### config.mk
export PLATFORM = sky130hd
export DESIGN_NAME = alu_display_driver_flat
export DESIGN_NICKNAME = d
export VERILOG_FILES = /design/src/rtl/alu_display_driver_if.sv /design/src/rtl/alu_display_driver.sv /design/src/flat_wrapper.sv
export SDC_FILE = /design/constraint.sdc
export NUM_CORES = 1
export LEC_CHECK = 0
export BUFFER_PORTS_ARGS = -buffer_cell sky130_fd_sc_hd__buf_4
export CAP_MARGIN = 0
export CORE_ASPECT_RATIO = 1.5
export CORE_MARGIN = 2
export CORE_UTILIZATION = 30
export CTS_BUF_LIST = sky130_fd_sc_hd__clkbuf_2 sky130_fd_sc_hd__clkbuf_4 sky130_fd_sc_hd__clkbuf_8
export DETAILED_ROUTE_END_ITERATION = 10
export PLACE_DENSITY = 0.56
export SLEW_MARGIN = 15
export SYNTH_ARGS = -nofsm -noshare
export SYNTH_HDL_FRONTEND = slang
export SYNTH_SLANG_ARGS = --single-unit
### constraint.sdc
create_clock -name clk -period 2.7 [get_ports clk]
set_clock_uncertainty 0.15 [all_clocks]
set_input_delay 0.135 -clock clk [delete_from_list [all_inputs] [get_ports clk]]
set_output_delay 0.135 -clock clk [all_outputs]
set_load 0.02 [all_outputs]
### src/rtl/alu_display_driver_if.sv
// rtl/alu_display_driver_if.sv - ALU snapshot inputs and seven-segment outputs of the display driver
interface alu_display_driver_if;
  logic       btn_capture;
  logic [1:0] sw_select;
  logic [2:0] a;
  logic [2:0] b;
  logic [3:0] q;
  logic [3:0] anode;
  logic [6:0] seg;
  logic       valid;

  // master drives the ALU side and the button, slave is the display driver
  modport master (
    output btn_capture, sw_select, a, b, q,
    input  anode, seg, valid
  );

  modport slave (
    input  btn_capture, sw_select, a, b, q,
    output anode, seg, valid
  );
endinterface

### src/rtl/alu_display_driver.sv
// rtl/alu_display_driver.sv - debounced ALU snapshot shown on a 4-digit multiplexed seven-segment display
module alu_display_driver #(
  parameter int DEBOUNCE_CYCLES = 500000,
  parameter int REFRESH_CYCLES  = 100000
) (
  input logic                clk,
  input logic                rst,
  alu_display_driver_if.slave bus
);
  localparam int DW = (DEBOUNCE_CYCLES > 2) ? $clog2(DEBOUNCE_CYCLES) : 1;
  localparam int RW = (REFRESH_CYCLES > 2) ? $clog2(REFRESH_CYCLES) : 1;
  localparam logic [DW-1:0] DB_LAST = DW'(DEBOUNCE_CYCLES - 1);
  localparam logic [RW-1:0] RF_LAST = RW'(REFRESH_CYCLES - 1);
  localparam logic [6:0]    DASH    = 7'b0111111;

  logic          sync1;
  logic          btn_sync;
  logic          btn_stable;
  logic [DW-1:0] db_cnt;
  logic          cap;
  logic [1:0]    sel_r;
  logic [2:0]    a_r;
  logic [2:0]    b_r;
  logic [3:0]    q_r;
  logic          valid_r;
  logic [RW-1:0] rf_cnt;
  logic [1:0]    idx;
  logic [3:0]    digit;
  logic [3:0]    anode_r;
  logic [6:0]    seg_r;

  // hex digit to active-low {g,f,e,d,c,b,a}
  function automatic logic [6:0] hex7(input logic [3:0] v);
    case (v)
      4'h0: hex7 = 7'b1000000;
      4'h1: hex7 = 7'b1111001;
      4'h2: hex7 = 7'b0100100;
      4'h3: hex7 = 7'b0110000;
      4'h4: hex7 = 7'b0011001;
      4'h5: hex7 = 7'b0010010;
      4'h6: hex7 = 7'b0000010;
      4'h7: hex7 = 7'b1111000;
      4'h8: hex7 = 7'b0000000;
      4'h9: hex7 = 7'b0010000;
      4'hA: hex7 = 7'b0001000;
      4'hB: hex7 = 7'b0000011;
      4'hC: hex7 = 7'b1000110;
      4'hD: hex7 = 7'b0100001;
      4'hE: hex7 = 7'b0000110;
      default: hex7 = 7'b0001110;
    endcase
  endfunction

  // two-flop synchroniser for the asynchronous push-button
  always_ff @(posedge clk or posedge rst) begin
    if (rst) begin
      sync1    <= 1'b0;
      btn_sync <= 1'b0;
    end else begin
      sync1    <= bus.btn_capture;
      btn_sync <= sync1;
    end
  end

  // accept a new level only after it holds for DEBOUNCE_CYCLES; flag the 0->1 acceptance as cap
  always_ff @(posedge clk or posedge rst) begin
    if (rst) begin
      btn_stable <= 1'b0;
      db_cnt     <= '0;
      cap        <= 1'b0;
    end else begin
      cap <= 1'b0;
      if (btn_sync == btn_stable) begin
        db_cnt <= '0;
      end else if (db_cnt == DB_LAST) begin
        btn_stable <= btn_sync;
        db_cnt     <= '0;
        cap        <= btn_sync;
      end else begin
        db_cnt <= db_cnt + DW'(1);
      end
    end
  end

  // snapshot the live ALU signals on the cap pulse; valid latches once any capture happened
  always_ff @(posedge clk or posedge rst) begin
    if (rst) begin
      sel_r   <= '0;
      a_r     <= '0;
      b_r     <= '0;
      q_r     <= '0;
      valid_r <= 1'b0;
    end else if (cap) begin
      sel_r   <= bus.sw_select;
      a_r     <= bus.a;
      b_r     <= bus.b;
      q_r     <= bus.q;
      valid_r <= 1'b1;
    end
  end

  // refresh timer; each wrap advances to the next digit, 3 rolls back to 0
  always_ff @(posedge clk or posedge rst) begin
    if (rst) begin
      rf_cnt <= '0;
      idx    <= 2'd0;
    end else if (rf_cnt == RF_LAST) begin
      rf_cnt <= '0;
      idx    <= idx + 2'd1;
    end else begin
      rf_cnt <= rf_cnt + RW'(1);
    end
  end

  // pick the snapshot field belonging to the currently scanned digit
  always_comb begin
    digit = q_r;
    case (idx)
      2'd0: digit = q_r;
      2'd1: digit = {1'b0, b_r};
      2'd2: digit = {1'b0, a_r};
      default: digit = {2'b00, sel_r};
    endcase
  end

  // registered digit drive, one cycle behind idx; dashes until the first capture
  always_ff @(posedge clk or posedge rst) begin
    if (rst) begin
      anode_r <= 4'b1110;
      seg_r   <= DASH;
    end else begin
      anode_r <= ~(4'b0001 << idx);
      seg_r   <= valid_r ? hex7(digit) : DASH;
    end
  end

  assign bus.anode = anode_r;
  assign bus.seg   = seg_r;
  assign bus.valid = valid_r;
endmodule

### src/flat_wrapper.sv
// flat-port wrapper written by rule: the top's interface ports become plain ports
module alu_display_driver_flat 
#(
  parameter int DEBOUNCE_CYCLES = 500000,
  parameter int REFRESH_CYCLES  = 100000
)
  (clk, rst, bus_btn_capture, bus_sw_select, bus_a, bus_b, bus_q, bus_anode, bus_seg, bus_valid);
  alu_display_driver_if bus_i ();
  input logic clk;
  input logic rst;
  input wire logic [$bits(bus_i.btn_capture)-1:0] bus_btn_capture;
  input wire logic [$bits(bus_i.sw_select)-1:0] bus_sw_select;
  input wire logic [$bits(bus_i.a)-1:0] bus_a;
  input wire logic [$bits(bus_i.b)-1:0] bus_b;
  input wire logic [$bits(bus_i.q)-1:0] bus_q;
  output wire logic [$bits(bus_i.anode)-1:0] bus_anode;
  output wire logic [$bits(bus_i.seg)-1:0] bus_seg;
  output wire logic [$bits(bus_i.valid)-1:0] bus_valid;
  assign bus_i.btn_capture = bus_btn_capture;
  assign bus_i.sw_select = bus_sw_select;
  assign bus_i.a = bus_a;
  assign bus_i.b = bus_b;
  assign bus_i.q = bus_q;
  assign bus_anode = bus_i.anode;
  assign bus_seg = bus_i.seg;
  assign bus_valid = bus_i.valid;
  alu_display_driver #(.DEBOUNCE_CYCLES(DEBOUNCE_CYCLES), .REFRESH_CYCLES(REFRESH_CYCLES)) u_core (.clk(clk), .rst(rst), .bus(bus_i));
endmodule
==> key figures <==
Timing
  • Hold WS: 0.202 ns
  • Slew margin rel.: 52.6%
  • Clock period minus worst slack: 2.46 ns
  • # setup viols final: 0
  • Setup repair after global routing missed its margin: false
  • Final cycle utilization of the critical path: 90.9%
  • Slew of the pin with the lowest slew margin: around 0.7 ns
  • Maximum clock rate: 0.407 GHz
  • Total negative slack: 0 ns
  • Final Max Tran Viols: 0
  • Final hold viol count: 0

CTS
  • Post-CTS Setup Bufs: 0
  • Cell at the root of the clock tree: clkbuf_8
  • Clock tree from TritonCTS: done
  • Clk slew on worst S/H paths: 0.07 ns
  • H-tree depth: 3
  • Worst-skew pair later-pin latency: 0.35 ns
  • Clock sink count: 66
  • CTS Buffer Depth: 2
  • TritonCTS Buffers: 9

Setup path
  • Ordered cell list for the critical path: inv_1 -> ha_1 -> a222oi_1 -> mux2_2 -> inv_1 -> ha_1 -> mux2_2 -> o22a_1
  • Critical-path top delay cell: dfrtp_1
  • Register-to-Register Path Depth: 8
  • CP Class: reg2reg
  • Largest fanout of any net on the critical path: 6
  • Critical path capture point type: flip-flop
  • Register-to-Register Setup Slack: 0.24 ns
  • Critical path required time: 2.83 ns
  • RR Startpoint: u_core.idx[0]$_DFFE_PP0N_
  • Type of origin of the critical path: flip-flop
  • Capturing point of the worst reg2reg path: u_core.bus.seg[3]$_DFF_PP1_
  • Data arrival at the endpoint of the critical path: 2.59 ns
  • Critical Path Max Stage Delay: 0.40 ns

Final layout
  • Proportion of layout cells with a drive suffix above 1: between 20% and 30%
  • Final #Nets: 360
  • Synthesis-to-finish area growth: 23.0%
  • Final Instance Count excl. Fillers: 477
  • Count of antenna diodes in the layout: 0
  • Post-route cell area: 3890 sq um

Yosys
  • Count of different cell masters after synthesis: 44
  • Largest cells by area after synthesis: dfrtp_1 (45%), dfstp_2 (7.5%), xnor2_1 (6.4%), mux2_2 (5.7%), ha_1 (5.5%)
  • Synth Register Bits: 66
  • Mean post-synth cell area: between 10 and 15 sq um
  • Sequential cell area fraction in the yosys report: 52.5%
  • Portion of synthesized cell area occupied by the leading cell type: 45.1%
  • Most used standard cell by instance count after synthesis: dfrtp_1
  • Cell types with the highest counts after synthesis: dfrtp_1 (57), nor2_1 (27), xnor2_1 (23), inv_1 (17)
  • Count of yosys warnings during synthesis: 0
  • Post-Synthesis Net Count: about 320
  • Asr flop ratio synth: 100%
  • Number of synthesized flops with an enable pin: 0
  • Most used flip-flop cell after synthesis: dfrtp_1
  • Synth Cell Area: 3170 sq um
  • Synthesized instance count: 286
  • Cell type contributing the most total cell area after synthesis: dfrtp_1

Route
  • Initial detailed-routing violation count: 144
  • Routed wire length: 6.01 mm
  • Total DRC errors in the routed layout: 0
  • Ratio of routed vias to standard cells: 4.66
  • Via Count: 2,225
  • Wire length per cell after detailed routing: roughly 13 um
  • Routed Antenna Nets: 0
  • Iteration count of the initial detailed-routing pass: 6

Worst hold path
  • Cell depth of the worst hold path: 0
  • WHS Endpoint: u_core.btn_sync$_DFF_PP0_
  • Source of the worst hold timing path: u_core.sync1$_DFF_PP0_
  • Hold crit path type: reg2reg

Global routing
  • Global-route wire length before repair: 10.6 mm
  • Total congestion overflow: 0
  • Vias in the first global route: 2,304
  • Total global-route track usage: 12.0%
  • Initial antenna violation count: 0
  • Maximum number of pins on one net before global-route repair: 67

Place
  • Routability-driven placement congestion ratio: 0.772
  • IO buf count: 26
  • Placed insts: between 400 and 500
  • Detail Placement HPWL: 4.20 mm
  • Dpl cell area: 3530 sq um

Outcome
  • Result of the run: complete, no violations

Floorplan
  • Core area: 10,200 sq um
  • Initial cell density of the core: a little under a third
  • Total I/O pin count: 27
  • Height of the die: 130 um
  • Site Rows: 45
  • Die outline width: 87.9 um
  • Overall die area: 11,400 sq um

Power and ir drop
  • Static Leakage: between 1.5 and 2 nW
  • Pwr Density: around 510 nW/um^2
  • Worst vdd rail ir drop: 414 uV

Flow run
  • Max-cap violations: 0
[what timing repair did]
action | in CTS | in global routing
hold buffers | 14 | 0
hold endpoints to repair | 79 | 0
gates resized for setup | 0 | 0
[layer usage]
| metal | track usage [%] | up-vias | share of wire, % | wire length [um] |
|---|---|---|---|---|
| met2 | 20.0 | 41 | 51 | 3070 |
| met1 | 14.1 | 1084 | 42 | 2550 |
| met5 | 0 | - | 0 | 0 |
| met4 | 6.24 | 0 | 2.3 | 141 |
| met3 | 3.10 | 12 | 4.1 | 248 |
| li1 | - | 1088 | - | - |
[critical path, delay by kind of cell, from the launching register on]
family | cells | cell delay [ns]
compound gates | 2 | 0.56
mux | 2 | 0.56
fa+ha+maj | 2 | 0.51
flops | 1 | 0.40
buf+inv | 2 | 0.21
[cell type report]
class / instances / area [sq um]
fill: 990 / 6300
sequential: 66 / 1660
multi-input combinational: 195 / 1400
timing repair buffer: 42 / 363
tap: 141 / 176
clock buffer: 11 / 145
clock inverter: 5 / 77.6
inverter: 17 / 63.8
[worst max-delay path by stage]
| stage | startpoint | endpoint | slack [ns] | depth (start not counted) |
|---|---|---|---|---|
| after global placement | u_core.idx[0]$_DFFE_PP0N_ | u_core.bus.seg[6]$_DFF_PP0_ | 0.37 | 9 |
| after floorplan | u_core.idx[0]$_DFFE_PP0N_ | u_core.bus.seg[3]$_DFF_PP1_ | 0.48 | 8 |
| final | u_core.idx[0]$_DFFE_PP0N_ | u_core.bus.seg[3]$_DFF_PP1_ | 0.24 | 8 |
| after global routing | u_core.idx[0]$_DFFE_PP0N_ | u_core.bus.seg[6]$_DFF_PP0_ | 0.04 | 9 |
| after CTS | u_core.idx[0]$_DFFE_PP0N_ | u_core.bus.seg[3]$_DFF_PP1_ | 0.26 | 8 |
| after detailed placement | u_core.idx[0]$_DFFE_PP0N_ | u_core.bus.seg[3]$_DFF_PP1_ | 0.29 | 8 |
[cell usage in the layout (no fill, tap or decap), types with 2 or more instances in the layout]
cell	count
xor2_1	7
or3_1	2
nand2_1	16
dfstp_2	9
nor4_1	8
o21ai_0	8
dlygate4sd3_1	14
o311ai_0	2
clkinv_2	2
nor4b_1	3
nand4_1	8
buf_4	27
xnor2_1	23
ha_1	14
mux2_2	16
and2_1	3
nand4_2	3
nor3_1	7
a222oi_1	2
dfrtp_1	57
inv_1	16
o31ai_1	2
a21oi_1	6
nor2_1	27
clkbuf_8	10
a21o_1	3
bufinv_16	2
nand3_1	13
or2_2	3
mux2i_1	2
[report_power, final]
part	switching [mW]	total, mW	internal [mW]
clock network	0.372	0.924	0.552
logic	0.0316	0.0648	0.0332
registers	0.00520	1.00	0.994
[registers in the layout (all words and copies together), names as in the netlist, 2 cells and up]
| signal | cells |
|---|---|
| u_core.rf_cnt | 17 |
| u_core.a_r | 3 |
| u_core.bus.anode | 4 |
| u_core.db_cnt | 19 |
| u_core.bus.seg | 7 |
| u_core.q_r | 4 |
| u_core.sel_r | 2 |
| u_core.b_r | 3 |
| u_core.idx | 2 |
[metrics by stage]
step / power (mW) / utilization [%] / worst slack [ns]
after floorplan: 1.04 / - / 0.485
after global placement: 1.07 / 34.6 / 0.369
after detailed placement: 1.07 / 34.6 / 0.290
after CTS: 2.02 / 38.2 / 0.260
after global routing: 2.07 / 38.2 / 0.0415
final: 1.99 / 38.2 / 0.245
[cells by family (layout without fill, tap and decap cells)]
logic type | Yosys count | in the layout | synth area share, %
AO/OA/AOI/OAI | 30 | 30 | 6.48
XOR/XNOR | 30 | 30 | 8.30
adder cells (fa/ha/maj) | 14 | 14 | 5.53
buffers and inverters | 25 | 75 | 3.12
flip-flops | 66 | 66 | 52.5
multiplexers | 18 | 18 | 6.32
AND/OR/NAND/NOR | 103 | 103 | 17.7
No activity file was read; power rests on OpenSTA's default activity.
